File: src/rtl/text_vram_pkg.sv
// Shared constants and types for the text VRAM port arbiter.
// 80x30 characters, two characters per 32-bit word.
package text_vram_pkg;

  localparam int COLS       = 80;
  localparam int ROWS       = 30;
  localparam int VRAM_WORDS = 1200;
  localparam int ADDR_W     = 11;

  typedef logic [ADDR_W-1:0] vram_addr_t;

  typedef enum logic [1:0] {
    C_IDLE,
    C_WAIT,
    C_RD,
    C_ACK
  } cpu_state_t;

endpackage

File: src/rtl/text_vram_arbiter.sv
// Single-port text VRAM arbiter: display fetches win the port,
// CPU accesses fill free cycles, CPU writes keep the display word fresh.
module text_vram_arbiter #(
  parameter int ADDR_W     = 11,
  parameter int VRAM_WORDS = 1200,
  parameter int MEM_RD_LAT = 1
) (
  input  logic              clk,
  input  logic              reset,
  input  logic              disp_active,
  input  logic [ADDR_W-1:0] disp_addr,
  input  logic              disp_refetch,
  output logic [31:0]       disp_rdata,
  input  logic              cpu_req,
  input  logic              cpu_we,
  input  logic [ADDR_W-1:0] cpu_addr,
  input  logic [31:0]       cpu_wdata,
  input  logic [3:0]        cpu_be,
  output logic              cpu_ack,
  output logic [31:0]       cpu_rdata,
  output logic              mem_en,
  output logic [3:0]        mem_we,
  output logic [ADDR_W-1:0] mem_addr,
  output logic [31:0]       mem_wdata,
  input  logic [31:0]       mem_rdata
);
  import text_vram_pkg::*;

  cpu_state_t state, state_d;

  logic [ADDR_W-1:0]     last_addr;
  logic                  refetch;
  logic [MEM_RD_LAT-1:0] rd_disp_q;
  logic [MEM_RD_LAT-1:0] rd_cpu_q;

  logic need;
  logic in_range;
  logic disp_go;
  logic cpu_go;
  logic hit;

  assign need = disp_active
              & ((disp_addr != last_addr)
              | refetch
              | disp_refetch);

  assign in_range = cpu_addr < ADDR_W'(VRAM_WORDS);

  assign hit = cpu_go & cpu_we
             & (cpu_addr == last_addr)
             & (|cpu_be);

  always_comb begin
    state_d   = state;
    disp_go   = 1'b0;
    cpu_go    = 1'b0;
    mem_en    = 1'b0;
    mem_we    = '0;
    mem_addr  = '0;
    mem_wdata = '0;
    if (!reset) begin
      disp_go = need;
      unique case (state)
        C_IDLE: begin
          // out-of-range accesses never touch the port
          if (cpu_req) begin
            if (!in_range)
              state_d = cpu_we ? C_ACK : C_RD;
            else if (need)
              state_d = C_WAIT;
            else
              cpu_go = 1'b1;
          end
        end
        C_WAIT: cpu_go = !need;
        C_RD:   state_d = C_ACK;
        C_ACK:  state_d = C_IDLE;
        default: state_d = C_IDLE;
      endcase
      if (disp_go) begin
        mem_en   = 1'b1;
        mem_addr = disp_addr;
      end else if (cpu_go) begin
        mem_en    = 1'b1;
        mem_addr  = cpu_addr;
        mem_we    = cpu_we ? cpu_be : 4'h0;
        mem_wdata = cpu_we ? cpu_wdata : 32'h0;
        state_d   = cpu_we ? C_ACK : C_RD;
      end
    end
  end

  always_ff @(posedge clk) begin
    if (reset) begin
      state      <= C_IDLE;
      last_addr  <= '0;
      refetch    <= 1'b1;
      rd_disp_q  <= '0;
      rd_cpu_q   <= '0;
      disp_rdata <= '0;
      cpu_ack    <= 1'b0;
      cpu_rdata  <= '0;
    end else begin
      state     <= state_d;
      cpu_ack   <= state_d == C_ACK;
      rd_disp_q <= MEM_RD_LAT'({rd_disp_q, disp_go});
      rd_cpu_q  <= MEM_RD_LAT'({rd_cpu_q, cpu_go & ~cpu_we});
      if (disp_go) begin
        last_addr <= disp_addr;
        refetch   <= 1'b0;
      end else if (hit) begin
        refetch <= 1'b1;
      end
      if (rd_disp_q[MEM_RD_LAT-1])
        disp_rdata <= mem_rdata;
      if (state == C_RD)
        cpu_rdata <= rd_cpu_q[MEM_RD_LAT-1] ? mem_rdata : 32'h0;
    end
  end

endmodule
File: config.mk
export PLATFORM = sky130hd
export DESIGN_NAME = text_vram_arbiter
export DESIGN_NICKNAME = d
export VERILOG_FILES = /design/src/rtl/text_vram_pkg.sv /design/src/rtl/text_vram_arbiter.sv
export SDC_FILE = /design/constraint.sdc
export NUM_CORES = 1
export LEC_CHECK = 0
export CORE_AREA = 2 2 97 99
export CTS_BUF_LIST = sky130_fd_sc_hd__clkbuf_4 sky130_fd_sc_hd__clkbuf_8 sky130_fd_sc_hd__clkbuf_16
export DETAILED_ROUTE_END_ITERATION = 8
export DIE_AREA = 0 0 99 101
export PLACE_DENSITY = 0.86
export RECOVER_POWER = 100
export SLEW_MARGIN = 0
export SYNTH_ARGS = -nofsm -noshare
export SYNTH_HDL_FRONTEND = slang
export SYNTH_SLANG_ARGS = --single-unit
File: constraint.sdc
create_clock -name clk -period 6.3 [get_ports clk]
set_input_delay 1.575 -clock clk [delete_from_list [all_inputs] [get_ports clk]]
set_output_delay 1.575 -clock clk [all_outputs]
set_load 0.05 [all_outputs]
# ---- Word level (Yosys, flattened, before mapping)
# Index checks and enable logic that the tools add are counted.
dict set report word_totals {
  regBits 81
  input_bits 96
  output_inout_bits 113
  word_cells 59
}
dict set report classes {
  order_cmp 1
  n_eq_ne 6
  n_mux 32
  n_bitwise 8
  reduce_logical 4
}
# cell n
set op_table {}
lappend op_table {{two-way mux 32 bit} 5}
lappend op_table {{two-way mux 11 bit} 3}
lappend op_table {{two-way mux 4 bit} 4}
lappend op_table {{two-way mux 1 bit} 12}
lappend op_table {{two-way mux 2 bit} 6}
lappend op_table {{equality test 11 bit} 1}
lappend op_table {{less-than comparator 11 bit (second input constant)} 1}
lappend op_table {{!= test 11 bit} 1}
lappend op_table {{equality test 2 bit (second input constant)} 3}
lappend op_table {{one-hot mux 2 bit (3 select lines)} 1}
lappend op_table {{bitwise AND 1 bit} 5}
lappend op_table {{OR reduction 4 bit} 1}
lappend op_table {{equality test 2 x 1 -> 1 bit (second input constant)} 1}
lappend op_table {{logical NOT 2 bit} 1}
lappend op_table {{bitwise OR 1 bit} 2}
lappend op_table {{one-hot mux 1 bit (2 select lines)} 1}
lappend op_table {{nonzero test 2 bit} 1}
lappend op_table {{logical NOT 1 bit} 1}
lappend op_table {{NOT 1 bit} 1}

# ---- Logic depth before layout (Yosys ltp)
dict set report logic_depth {
  depth_word 15
  depth_mapped 6
  depth_no_buf 5
}

# ---- Worst setup path after synthesis
# OpenSTA, ideal clock, no wires.
dict set report synth_path {
  path_kind {in2out}
  start {in cpu_addr[6]}
  end {out mem_addr[0]}
  arrival_time_ps 3380
  path_slack_ps 1345
  stages 6
  path_buffers 1
  path_cell_list {a211oi_2 -> a211oi_1 -> nor3_1 -> clkbuf_1 -> nand3_1 -> a21oi_1}
}
dict set report synth_between {
  elab_chain_len 8
}
# item line_no
set synth_rtl {}
lappend synth_rtl {{from (decl)} text_vram_arbiter.sv:16} ;# input logic [ADDR_W-1:0] cpu_addr,
lappend synth_rtl {{less-than comparator 11 bit} text_vram_arbiter.sv:47} ;# assign in_range = cpu_addr < ADDR_W'(VRAM_WORDS);
lappend synth_rtl {{two-way mux 1 bit} text_vram_arbiter.sv:67} ;# if (!in_range)
lappend synth_rtl {{two-way mux 1 bit} text_vram_arbiter.sv:66} ;# if (cpu_req) begin
lappend synth_rtl {{one-hot mux 1 bit (2 select lines)} text_vram_arbiter.sv:63} ;# unique case (state)
lappend synth_rtl {{two-way mux 1 bit} text_vram_arbiter.sv:61} ;# if (!reset) begin
lappend synth_rtl {{two-way mux 11 bit} text_vram_arbiter.sv:83} ;# end else if (cpu_go) begin
lappend synth_rtl {{two-way mux 11 bit} text_vram_arbiter.sv:80} ;# if (disp_go) begin
lappend synth_rtl {{two-way mux 11 bit} text_vram_arbiter.sv:61}
lappend synth_rtl {{to (decl)} text_vram_arbiter.sv:23} ;# output logic [ADDR_W-1:0] mem_addr,
# No other way between the ends. The select of a mux whose other input is x is not followed.

# ---- Worst setup path in the final report
dict set report layout_path {
  start {in disp_addr[3]}
  end {out mem_addr[7]}
}
dict set report layout_between {
  elab_chain_len 12
  word_cells_on_any_way 13
}
# item line_no
set layout_rtl {}
lappend layout_rtl {{from (decl)} text_vram_arbiter.sv:11} ;# input logic [ADDR_W-1:0] disp_addr,
lappend layout_rtl {{!= test 11 bit (*)} text_vram_arbiter.sv:43} ;# & ((disp_addr != last_addr)
lappend layout_rtl {{bitwise OR 1 bit (*)} text_vram_arbiter.sv:44} ;# | refetch
lappend layout_rtl {{bitwise OR 1 bit (*)} text_vram_arbiter.sv:45} ;# | disp_refetch);
lappend layout_rtl {{bitwise AND 1 bit (*)} text_vram_arbiter.sv:43}
lappend layout_rtl {{two-way mux 1 bit} text_vram_arbiter.sv:69} ;# else if (need)
lappend layout_rtl {{two-way mux 1 bit} text_vram_arbiter.sv:67}
lappend layout_rtl {{two-way mux 1 bit} text_vram_arbiter.sv:66}
lappend layout_rtl {{one-hot mux 1 bit (2 select lines)} text_vram_arbiter.sv:63}
lappend layout_rtl {{two-way mux 1 bit} text_vram_arbiter.sv:61}
lappend layout_rtl {{two-way mux 11 bit} text_vram_arbiter.sv:83}
lappend layout_rtl {{two-way mux 11 bit (*)} text_vram_arbiter.sv:80}
lappend layout_rtl {{two-way mux 11 bit (*)} text_vram_arbiter.sv:61}
# Mark *: on every way between the ends. The rest lies on a longest branch, timed or not. The select of a mux whose other input is x is not followed.

==> impl_metrics.ini <==
[status]
outcome = finished with violations
failed_checks = max-capacitance violations, max-slew violations

[clock_tree]
cts_tree = done
clk_path_buf_depth = 2
path_clk_slew_ns = 0.08
cts_root_buf = clkbuf_8
cts_hold_buf = 0
clock_sinks = 81
post_cts_buffers = 0
cts_inserted_buffers = 9
postCtsResizedCells = 0
h-tree-depth = 3
clock_latency_ns = 0.34

[worst_setup_path]
rrSetupSlack_ns = 3.94
cp_max_fo = 10
slowest_delay_ns = 0.93
crit_arrival_ns = 4.49
start_kind = primary input
critPathKind = primary input to primary output
cp.required_ns = 4.72
cp_num_buf_inv = 2
cp_cell_sequence = clkdlybuf4s50_1 -> xnor2_1 -> nand4_1 -> o31ai_2 -> nand3_1 -> a21oi_1 -> dlygate4sd3_1
crit_family = buffers and inverters
endpoint_kind = primary output
slowest_stage = dlygate4sd3_1

[detailed_routing]
vias = 3829
avgRoutedWirePerCell_microns = 16.8
viasPerCell = 5.21
ant_nets = 0
route.detailed.drc = 0
routed_wl_mm = 12.4
drt_iter0_markers = 143
firstDrtPassIters = 4

[power_and_ir_drop]
peakVddDrop_uv = 132
switchingPower_uw = 375
p_comb_frac = 0.223
pwr-share-clk = 0.339
power_frac_seq = 0.439
p_per_area_mw_per_mm2 = 218
leakagePower_nw = 2.52
p_sw_frac = 0.298
p_int_uw = 882

[timing]
slew_viol_final = 56
fin_ws_ns = 0.237
final.setup_skew_ns = 0.00901
finalCriticalPeriod_ns = 6.06
rsz0062_at_grt = false
final_hold_viol_count = 0
max-slew-margin-rel = -0.629
period_share = 0.962
tns_ns = 0
finalSetupViolations = 0
worst_slew_pin_slew_ns = 2.44
fmax_mhz = 165

[final_layout]
area_growth_pct = 59.5
diodes = 0
drive_gt1_frac = 0.107
final_nets = 716

[placement]
portBuffers = 208
place.gp.congestion = 0.910
hpwl_mm = 9.32
post-place-ws_ns = 0.357

[die]
num_rows = 35
coreArea_sq_mm = 0.00898
io_pins = 209
dieArea_sq_mm = 0.0100
die_h_microns = 101
die_w_microns = 99
initial_core_util = 0.402

[logic_synthesis]
yosysSeqAreaShare = 0.450
async_flop_share = 0
synth_fp_nets = 528
yosysWarnings = 0
ys.flop_type = dfxtp_1
netlist_area_sq_mm = 0.00360
synth.avg_cell_area_sq_um = 8.34
yosysUniqueCellTypes = 31
ys_top_cells_by_area = dfxtp_1 45%, mux2i_1 10%, a21oi_1 7.2%
synth_common_cells = 81 x dfxtp_1, 52 x a21oi_1, 52 x nand2_1
synth_top_area_share = 0.450
ys_ff_latch = 81
synth_edf_count = 0
post-synth-top-count-cell = dfxtp_1
synthCells = 432
yosysTopAreaCell = dfxtp_1

[flow_run]
cap_viol_max_count = 1

[grt]
grt_pass1_vias = 3855
grt_use_total = 0.241
gr-total-overflow = 0
antenna_found_initial = 0
grt_pass1_wl_mm = 19.5
grt_max_degree = 56

[min_path]
hold_class = register to register
==> through the flow <==
stage	power (mW)	instances	util	hold WS, ns	instance area [sq um]
3_5_place_dp	0.862	720	0.676	0.447	6070
3_3_place_gp	0.856	720	0.676	0.439	6070
6_report	1.26	735	0.641	0.452	5750
2_1_floorplan	0.720	432	-	0.473	3600
4_1_cts	1.29	735	0.701	0.458	6290
5_1_grt	1.31	735	0.641	0.475	5750
==> placed cells by master (no fill, tap or decap), drive strengths merged, types with 2 or more instances in the layout <==
master,n
clkdlybuf4s50,94
dfxtp,81
dlygate4sd3,73
nand2,52
a21oi,52
clkbuf,52
nand3,44
nor2,41
and3,36
mux2i,36
xnor2,17
buf,6
xor2,5
nand4,4
nor3,4
o21ai,3
nor4,3
inv,3
clkinv,2
bufinv,2
a211oi,2
nor2b,2
==> worst reg2reg max path: stages, from the launching register on <==
cell and delay, ns:
dfxtp_1 0.43, xnor2_1 0.14, nand4_1 0.21, o31ai_2 0.73
clkbuf_1 0.45, nand2_1 0.12, a21oi_1 0.18
==> power by group through the flow <==
stage	sequential [mW]	clock (mW)	combinational, mW
finish	0.551	0.426	0.280
global route	0.554	0.462	0.296
CTS	0.551	0.437	0.300
detailed placement	0.563	0	0.298
global placement	0.563	0	0.294
floorplan	0.593	0	0.127
==> cells by family (layout without fill, tap and decap cells) <==
group	after synthesis	count (layout)	share of synthesized area
xor gates and xnor gates	22	22	0.0535
buffers and inverters	40	232	0.0479
muxes	36	36	0.100
AOI/OAI and AO/OA	64	64	0.0972
and+or+nand+nor	189	189	0.252
DFF	81	81	0.450
==> final timing paths <==
check	start	end	cells after the start
max reg2reg	last_addr[2]$_SDFFE_PP0P_	last_addr[0]$_SDFFE_PP0P_	6
min	cpu_rdata[19]$_SDFFE_PP0P_	cpu_rdata[19]$_SDFFE_PP0P_	2
max	disp_addr[3]	mem_addr[7]	7
min reg2reg	cpu_rdata[19]$_SDFFE_PP0P_	cpu_rdata[19]$_SDFFE_PP0P_	2
==> area by class of cell <==
class                   count  area [sq um]
flip-flops and latches     81          1620
clock inverters             5          88.8
well taps                 111           139
inverters                   2          7.51
clock buffers              10           138
repair buffers            215          1940
fillers                   755          3230
multi-input cells         311          1820
==> registers in the layout, summed over array words and instances (netlist names) <==
name,cells
cpu_rdata,32
disp_rdata,32
last_addr,11
state,2
cpu_ack,1
rd_cpu_q,1
rd_disp_q,1
refetch,1
==> per-layer routing <==
metal	routed length, microns	GRT usage	vias to the layer above
li1	-	-	1866
met2	6330	0.442	159
met4	247	0.0948	0
met3	823	0.0541	20
met5	0	0	-
met1	4980	0.270	1784
(Power assumes the default switching activity.)
